$ cat src/rtl/riscv_pkg.sv
// Shared RISC-V core definitions: PC-stage state encoding and architectural widths.
package riscv_pkg;

    localparam int XLEN        = 32;
    localparam int INSTR_BYTES = 4;

    typedef enum logic [1:0] {
        BOOT = 2'd0,
        RUN  = 2'd1,
        TRAP = 2'd2
    } pc_state_t;

endpackage

$ cat src/rtl/pc_fetch_unit_sumador.sv
// Plain W-bit adder (Sumador); the carry out is discarded, so the sum wraps modulo 2^W.
module Sumador #(
    parameter int W = 32
) (
    input  logic [W-1:0] A,
    input  logic [W-1:0] B,
    output logic [W-1:0] S
);

    assign S = A + B;

endmodule

$ cat src/rtl/pc_fetch_unit.sv
// Fetch PC register with imem valid/ready request, redirect, wrapping fetch counter.
// Optional macro PC_TRAP_EN: misaligned redirect targets raise a trap instead of being aligned.
module pc_fetch_unit
    import riscv_pkg::*;
#(
    parameter logic [XLEN-1:0] RESET_VEC = 32'h0000_0000,
    parameter int              CNT_W     = 32
) (
    input  logic             clk,
    input  logic             rst,
    input  logic             stall,
    input  logic             redirect_valid,
    input  logic [XLEN-1:0]  redirect_target,
    input  logic             imem_ready,
    output logic [XLEN-1:0]  pc,
    output logic             pc_valid,
    output logic [XLEN-1:0]  pc_plus4,
    output logic [CNT_W-1:0] fetch_cnt,
    output logic             trap,
    output logic [XLEN-1:0]  trap_addr
);

    pc_state_t        state, state_next;
    logic [XLEN-1:0]  pc_next;
    logic [CNT_W-1:0] cnt_next;
    logic             accept;

    Sumador #(.W(XLEN)) u_pc_adder (
        .A(pc),
        .B(XLEN'(INSTR_BYTES)),
        .S(pc_plus4)
    );

    assign pc_valid = (state == RUN);
    assign accept   = pc_valid & imem_ready & ~stall;

`ifdef PC_TRAP_EN
    logic            trap_next;
    logic [XLEN-1:0] trap_addr_next;
    logic            target_aligned;

    assign target_aligned = (redirect_target[1:0] == 2'b00);

    always_comb begin
        state_next     = state;
        pc_next        = pc;
        cnt_next       = fetch_cnt;
        trap_next      = trap;
        trap_addr_next = trap_addr;
        case (state)
            BOOT: state_next = RUN;
            RUN: begin
                if (accept) cnt_next = fetch_cnt + CNT_W'(1);
                if (redirect_valid) begin
                    if (target_aligned) begin
                        pc_next = redirect_target;
                    end else begin
                        // PC keeps the last good address; the bad target is reported instead
                        state_next     = TRAP;
                        trap_next      = 1'b1;
                        trap_addr_next = redirect_target;
                    end
                end else if (accept) begin
                    pc_next = pc_plus4;
                end
            end
            TRAP: begin
                if (redirect_valid && target_aligned) begin
                    state_next     = RUN;
                    pc_next        = redirect_target;
                    trap_next      = 1'b0;
                    trap_addr_next = '0;
                end
            end
            default: state_next = BOOT;
        endcase
    end

    always_ff @(posedge clk) begin
        if (rst) begin
            state     <= BOOT;
            pc        <= RESET_VEC;
            fetch_cnt <= '0;
            trap      <= 1'b0;
            trap_addr <= '0;
        end else begin
            state     <= state_next;
            pc        <= pc_next;
            fetch_cnt <= cnt_next;
            trap      <= trap_next;
            trap_addr <= trap_addr_next;
        end
    end
`else
    always_comb begin
        state_next = state;
        pc_next    = pc;
        cnt_next   = fetch_cnt;
        case (state)
            BOOT: state_next = RUN;
            RUN: begin
                if (accept) cnt_next = fetch_cnt + CNT_W'(1);
                // Misaligned targets are silently word-aligned
                if (redirect_valid)  pc_next = redirect_target & ~XLEN'(3);
                else if (accept)     pc_next = pc_plus4;
            end
            default: state_next = BOOT;
        endcase
    end

    always_ff @(posedge clk) begin
        if (rst) begin
            state     <= BOOT;
            pc        <= RESET_VEC;
            fetch_cnt <= '0;
        end else begin
            state     <= state_next;
            pc        <= pc_next;
            fetch_cnt <= cnt_next;
        end
    end

    assign trap      = 1'b0;
    assign trap_addr = '0;
`endif

endmodule

$ cat config.mk
export PLATFORM = sky130hd
export DESIGN_NAME = pc_fetch_unit
export DESIGN_NICKNAME = d
export VERILOG_FILES = /design/src/rtl/riscv_pkg.sv /design/src/rtl/pc_fetch_unit_sumador.sv /design/src/rtl/pc_fetch_unit.sv
export SDC_FILE = /design/constraint.sdc
export NUM_CORES = 1
export LEC_CHECK = 0
export ABC_AREA = 1
export CAP_MARGIN = 20
export CELL_PAD_IN_SITES_DETAIL_PLACEMENT = 1
export CELL_PAD_IN_SITES_GLOBAL_PLACEMENT = 2
export CORE_UTILIZATION = 23
export CTS_BUF_LIST = sky130_fd_sc_hd__clkbuf_8
export CTS_CLUSTER_DIAMETER = 40
export CTS_CLUSTER_SIZE = 14
export DETAILED_ROUTE_END_ITERATION = 8
export GPL_TIMING_DRIVEN = 1
export PLACE_DENSITY_LB_ADDON = 0.1
export SETUP_SLACK_MARGIN = 0.2
export SLEW_MARGIN = 20
export SYNTH_ARGS = -nofsm -noshare
export SYNTH_HDL_FRONTEND = slang
export SYNTH_SLANG_ARGS = --single-unit
$ cat constraint.sdc
create_clock -name clk -period 2.7 [get_ports clk]
set_clock_uncertainty 0.2 [all_clocks]
set_input_delay 0.81 -clock clk [delete_from_list [all_inputs] [get_ports clk]]
set_output_delay 0.81 -clock clk [all_outputs]
set_load 0.01 [all_outputs]
# Word level (Yosys, flattened, before mapping)
# Index checks and enable logic that the tools add are counted.
# Widths: inputs -> output; s select.
[word_totals]
regBits = 66
input_bits = 37
output_inout_bits = 130
elab_cells = 16
[classes]
n_addsub = 2
n_eq_ne = 1
n_mux = 3
bitwise_logic = 3
reduce_logical = 4
[ops]
columns = ["op", "count"]
rows = [
  ["$mux 32", 2],
  ["$add 32x1->32 const B", 1],
  ["$add 32x3->32 const B", 1],
  ["$pmux 2 s2", 1],
  ["$reduce_and 2->1", 2],
  ["$and 1x1->1", 2],
  ["$eq 2x1->1 const B", 1],
  ["$logic_not 2->1", 1],
  ["$reduce_bool 2->1", 1],
  ["$not 1->1", 1],
]

# Depth between registers and ports, before layout
# Gate-level depths: netlist of the first run.
[logic_depth]
depth_word = 5
depth_mapped = 10
ltp_nobuf = 10

# By module
# From an unflattened synthesis of the first run, not the netlist that was laid out.
[hier_totals]
cells_unflattened = 989
area_unflattened_um2 = 5875.6
[by_module_without_submodules]
columns = ["mod", "instances", "cells_each", "area_per_inst_um2", "seq_area_each_um2"]
rows = [
  ["pc_fetch_unit", 1, 495, 3490.8, 1301.2],
  ["Sumador", 1, 494, 2384.8, 0.0],
]

# Least setup slack after synthesis of the first run
# OpenSTA, ideal clock, no wires.
[synth_timing]
path_kind = "reg2out"
start = "register pc[2]"
end = "output pc_plus4[22]"
arrival_time_ns = 1.373
required_ns = 1.690
setup_slack_ns = 0.317
path_stages_with_launch = 8
path_buffers = 0
path_cell_list = "dfxtp_1 > ha_1 > nand2_1 > nor2_4 > nand2_2 > nor2_4 > nand3_1 > and2_1"
[synth_between]
elab_chain_len = 1
[synth_rtl]
columns = ["element", "line", "text"]
rows = [
  ["start: declaration", "pc_fetch_unit.sv:15", "output logic [XLEN-1:0] pc,"],
  ["start signal: assignment", "pc_fetch_unit.sv:118", "pc <= pc_next;"],
  ["$add 32x3->32", "pc_fetch_unit_sumador.sv:10", "assign S = A + B;"],
  ["end: declaration", "pc_fetch_unit.sv:17", "output logic [XLEN-1:0] pc_plus4,"],
]
# No other way between the ends.

# Final worst setup path of the first run
[layout_timing]
start = "register pc[2]"
end = "output pc_plus4[26]"
# The elaborated chain is that of the path after synthesis.

==> metrics.txt, run 1 <==
fin area about 7000 sq um; Setup crit end kind output port; final core occ around two fifths; PwrDens ~380 nW/um^2; Mapped Area between 4000 and 5000 sq um; Fmax achieved between 300 and 400 MHz; via count slightly above 5k; WP data required ~1.7 ns; DRC viols 24; Synth area leaders dfxtp_1 (29%), nand2_1 (17%), nor2_1 (8.1%); Reg2Reg Depth 21; total I/O pin count 167; min-delay src fetch_cnt[0]; Clock Sinks between 60 and 70; hpwl dp around 13000 um; reg2reg start pc[2]; register area share after synthesis slightly below 30%; RSZ-0062 raised after global routing true; maxcap violations 0; row count a little under 50; max_slew headroom 60.5%; mux cell area share after synthesis 0%; Yosys warning count 0; Post-synth EDFFs 0; Post-Synth XOR/XNOR Area 5.16%; Post-Place Cell Area between 6000 and 7000 sq um; adder-cell share of the synthesized area less than 1%; syn avg cell area 6.35 sq um; main flop type after synthesis dfxtp_1; CP startpoint kind flop; initial DRC count about 130; share of layout cells above drive strength 1 27.0%; Hold/Removal Path Class reg -> reg; Die ar. a little under 20000 sq um; WL/cell roughly 15 um; WS Path Type reg -> out; Initial Util approximately a quarter; Clock transition at path regs approximately 0.080 ns; Lkg Pwr 0.00294 uW; Root Buffer Master clkbuf_8; GR Util All Layers roughly 18%; Yosys top cell by area dfxtp_1; fin nets approximately 950; largest family of logic cells by synthesized area simple AND/OR/NAND/NOR gates; Yosys reg bits 63; drt pass-1 iters 6; Compound-Gate Fraction of Synth Area a little over an eighth; vias per cell ~4.4; maximum root-to-sink buffer count 2; final setup violation count 26; number of port buffers about 130; Post-synth top cells nand2_1 (197), nor2_1 (93), a21oi_1 (65); Syn Inst Count ~680; Post-Synth Simple-Gate Area about two fifths; final period utilization 107%; asr flop ratio synth 0%; initial antenna violation count 2; worst slew pin tran ~0.6 ns; largest net degree at the start of global routing 48; fin. max-slew vios 0; vias in the first global route 5420; hold path cells 1; H-tree levels 3; Worst Path Max Fanout 4; first-pass GRT wire length ~28000 um; die outline height between 100 and 150 um; Synth top area share 29.4%; Critical Path Source pc[2]; Layout area overhead 63.9%; worst vdd ir approximately 210 uV; clk_lat worst skew around 0.37 ns; status complete, but fails checks; CTS tree yes; drt total wl between 15000 and 20000 um; most frequent cell after synthesis nand2_1; Hold Vio Cnt, Final 0; Min Clock Period, post-route roughly 2.9 ns; flop2flop setup slack -0.12 ns; Critical Path AT roughly 1.9 ns; Final WS setup -0.183 ns; Min-Delay Endpoint fetch_cnt[0]; failing checks design-rule violations, negative setup slack; RR Endpoint pc[20]; TritonCTS Buffers 9; Yosys cell types 32; die width between 100 and 150 um; area of the core between 15000 and 20000 sq um; post-route ant nets 0; gr ovfl total 0; gpl congestion 0.809
-- kinds of logic (layout without fill, tap and decap cells) --
group	after synthesis	in the layout
xor+xnor	21	21
buf+inv	107	305
other cells	1	39
simple gates	372	372
fa+ha+maj	2	2
flops	63	63
compound gates	110	110
-- state kept, by name, summed over array words and instances, names as in the netlist --
register,flops
state,1
fetch_cnt,32
pc,30
-- power by group --
group | total [uW] | internal (uW) | switching (uW)
registers | 1010 | 972 | 41.5
logic | 612 | 310 | 301
clock network | 1070 | 656 | 410
total | 2690 | 1940 | 753
-- metal layers --
metal / up-vias / GRT usage (%) / wire length [um] / share of wire, %
met5: - / 0 / 0 / 0
met3: 16 / 5.18 / 925 / 5.4
met2: 110 / 34.6 / 9180 / 53
met4: 0 / 4.85 / 295 / 1.7
li1: 2531 / - / - / -
met1: 2381 / 19.7 / 6840 / 40
-- worst max-delay path, stage by stage, from the launching register on --
cell and delay [ns]:
dfxtp_2 0.36, ha_4 0.15, nand2_4 0.05, nor2_4 0.17, nand2_4 0.10, nor2_4 0.19
buf_6 0.13, nand3_2 0.06, and2_1 0.16, buf_2 0.13
-- stage by stage --
step           TNS (ns)  power (uW)  setup slack [ns]  cells  hold WS [ns]
5_1_grt           -5.90        2830            -0.275   1140         0.322
3_5_place_dp      -3.55        1600            -0.289   1090         0.326
6_report          -2.82        2690            -0.183   1141         0.297
2_1_floorplan         0        1290             0.317    712         0.320
4_1_cts           -3.86        2700            -0.207   1134         0.341
3_3_place_gp      -2.61        1590            -0.243   1090         0.306
-- timing repair --
action	in CTS	in global routing
buffers inserted	29	5
setup endpoints to repair	32	41
pin swaps	27	25
gates resized for setup	162	55
hold buffers	0	0
-- layout make-up --
cell class / count / area (sq um)
inverters: 52 / 195
diodes: 2 / 5.00
multi-input cells: 542 / 2890
well taps: 229 / 287
clock buffers: 11 / 151
fillers: 2295 / 11100
repair buffers: 238 / 2130
clock inverters: 4 / 93.8
flip-flops and latches: 63 / 1280
-- cells in the final DEF (no fill, tap or decap), types with 19 or more instances in the layout --
cell type	instances
nand2_1	180
buf_4	94
clkdlybuf4s50_1	92
nor2_1	86
a21oi_1	65
inv_1	50
dfxtp_1	48
o21ai_0	39
conb_1	37
nand3_1	26
buf_6	26
nand2_2	19
-- worst max-delay path by stage --
stage / end / slack (ns) / cells after the start
6_report: pc_plus4[26] / -0.18 / 9
5_1_grt: pc_plus4[22] / -0.27 / 10
4_1_cts: pc_plus4[14] / -0.21 / 9
3_5_place_dp: pc_plus4[26] / -0.29 / 9
3_3_place_gp: pc_plus4[26] / -0.24 / 9
2_1_floorplan: pc_plus4[22] / 0.32 / 7
No activity file was read; power rests on OpenSTA's default activity.
==> run 2, diff against run 1 <==
--- a/config.mk
+++ b/config.mk
@@ -15,7 +15,7 @@
 export CTS_CLUSTER_SIZE = 14
 export DETAILED_ROUTE_END_ITERATION = 8
 export GPL_TIMING_DRIVEN = 1
-export PLACE_DENSITY_LB_ADDON = 0.1
+export PLACE_DENSITY_LB_ADDON = 0.25
 export SETUP_SLACK_MARGIN = 0.2
 export SLEW_MARGIN = 20
 export SYNTH_ARGS = -nofsm -noshare
==> run 2 against run 1 <==
  * The flow still finishes with violations (design-rule violations, negative setup slack)
  * Hold slack better by 0.038 ns
  * Via count grew 1.2%
  * Final area grew 0.71%
  * Sequential power about the same
  * Clock power down 23%
  * Fmax down 0.43%
  * Combinational power is 1% higher
  * Worst setup slack worse by 0.013 ns
  * Flip-flop and latch count did not move
  * Largest power group is now registers
==> metrics.txt, run 2 (same netlist as run 1, synthesis figures left out) <==
vias in the first global route 5345 (-1.4%); row count 49 (unchanged); via count 5099 (+1.2%); area of the multi-input gates 2950 sq um (+2.1%); final period utilization 107% (+0.46 points); DRC viols 11 (-54%); Root Buffer Master clkbuf_8; WL/cell 15.2 um (+0.37%); H-tree levels 3 (unchanged); CP startpoint kind flop; Critical Path Source pc[2]; share of layout cells above drive strength 1 28.7% (+1.7 points); vias per cell 4.47 (+1.2%); drt total wl 17300 um (+0.37%); Die ar. 19200 sq um (unchanged); storage element area 1280 sq um (about the same); post-route ant nets 0 (unchanged); max_slew headroom 63.1% (+2.7 points); initial DRC count 113 (-11%); PwrDens 346 nW/um^2 (-9.6%); biggest registers after layout fetch_cnt: 32 flops, pc: 30 flops, state: 1 flops; final setup violation count 26 (unchanged); commonest non-fill, non-tap cell in the layout nand2_1; drt pass-1 iters 9 (+3); die width 139 um (unchanged); max FFs per register 32 (unchanged); min-delay src fetch_cnt[8]; Hold Vio Cnt, Final 0 (unchanged); area of the core 18100 sq um (unchanged); Min Clock Period, post-route 2.90 ns (+0.0125 ns); Initial Util 23.7% (unchanged); maxcap violations 0 (unchanged); Lkg Pwr 0.00301 uW (+2.4%); WP data required 1.69 ns (about the same); die outline height 139 um (unchanged); TritonCTS Buffers 9 (unchanged); worst slew pin tran 0.552 ns (-0.0398 ns); Clock transition at path regs 0.07 ns (about the same); largest net degree at the start of global routing 34 (-29%); first-pass GRT wire length 27400 um (-0.85%); Setup crit end kind output port; worst vdd ir 313 uV (+47%); clk_lat worst skew 0.36 ns (about the same); Final WS setup -0.195 ns (-0.0125 ns); Post-Place Cell Area 6200 sq um (-0.56%); Clock Sinks 63 (unchanged); reg2reg start pc[2]; RSZ-0062 raised after global routing true; gpl congestion 0.793 (-1.9%); maximum root-to-sink buffer count 2 (unchanged); Cell Count, Final, Fillers Out 1141 (unchanged); placed cells 1087 (-0.28%); status complete, but fails checks; Hold/Removal Path Class reg -> reg; Layout area overhead 65.0%; Worst Path Max Fanout 3 (-1); CTS tree yes; Fmax achieved 345 MHz (-0.43%); hpwl dp 12700 um (+0.66%); most frequent cells in the layout nand2_1 (170), clkdlybuf4s50_1 (90), buf_4 (86), nor2_1 (82), a21oi_1 (65); gr ovfl total 0 (unchanged); flop2flop setup slack 0.73 ns (+0.85 ns); failing checks design-rule violations, negative setup slack; fin area 7080 sq um (+0.71%); Critical Path AT 1.89 ns (+0.02 ns); GR Util All Layers 18.0% (-0.25 points); fin nets 948 (+0.32%); initial antenna violation count 0 (-2); total I/O pin count 167 (unchanged); number of port buffers 127 (unchanged); largest register by flop count fetch_cnt; # fillers 2303 (+0.35%); WS Path Type reg -> out; # diodes 0 (-2); fin. max-slew vios 0 (unchanged)
==> run 2: layer usage <==
| layer | GRT usage, % | wire length [um] | vias up |
|---|---|---|---|
| met1 | 20.0 | 7130 | 2443 |
| met4 | 4.56 | 237 | 0 |
| met2 | 33.4 | 8990 | 106 |
| met5 | 0 | 0 | - |
| li1 | - | - | 2532 |
| met3 | 5.28 | 942 | 18 |
==> run 2: final cells by class <==
cell class / count / area share [%]
Clock inverter: 5 / 0.742
Clock buffer: 9 / 1.75
Sequential cell: 63 / 18.1
Tap cell: 229 / 4.04
Multi-Input combinational cell: 542 / 41.7
Inverter: 52 / 2.79
Timing Repair Buffer: 241 / 30.9
==> run 2: worst max-delay path: stages (launching register included) <==
cell	delay [ns]
dfxtp_4	0.37
ha_4	0.15
nand2_4	0.05
nor2_4	0.13
nand2_4	0.09
nor2_4	0.21
buf_6	0.13
buf_6	0.09
nand3_4	0.05
and2_4	0.14
buf_6	0.11
==> run 2: final timing paths <==
check,cells past startpoint,to
min reg2reg,2,fetch_cnt[8]
min,2,fetch_cnt[8]
max reg2reg,12,pc[26]
max,10,pc_plus4[26]
==> run 2: metrics by stage <==
stage	total power, uW	TNS [ns]	utilization (%)	hold WS, ns	setup slack, ns
after floorplan	1290	0	-	0.320	0.317
after global routing	2580	-5.11	39.0	0.365	-0.283
after global placement	1590	-2.13	34.2	0.315	-0.226
after CTS	2450	-3.11	37.0	0.340	-0.233
final	2450	-2.54	39.0	0.335	-0.195
after detailed placement	1600	-2.90	34.2	0.324	-0.256
==> run 2: repair_timing <==
item	CTS	global route
setup buffers	27	13
setup endpoints to repair	31	38
resized for setup	181	74
pin swaps	35	35
hold buffers	0	0
==> run 2: where the power goes <==
part	switching [uW]	internal, uW	leakage (uW)	total [uW]
clock	410	411	0.0000961	822
sequential	39.4	970	0.000520	1010
combinational	311	309	0.00240	620
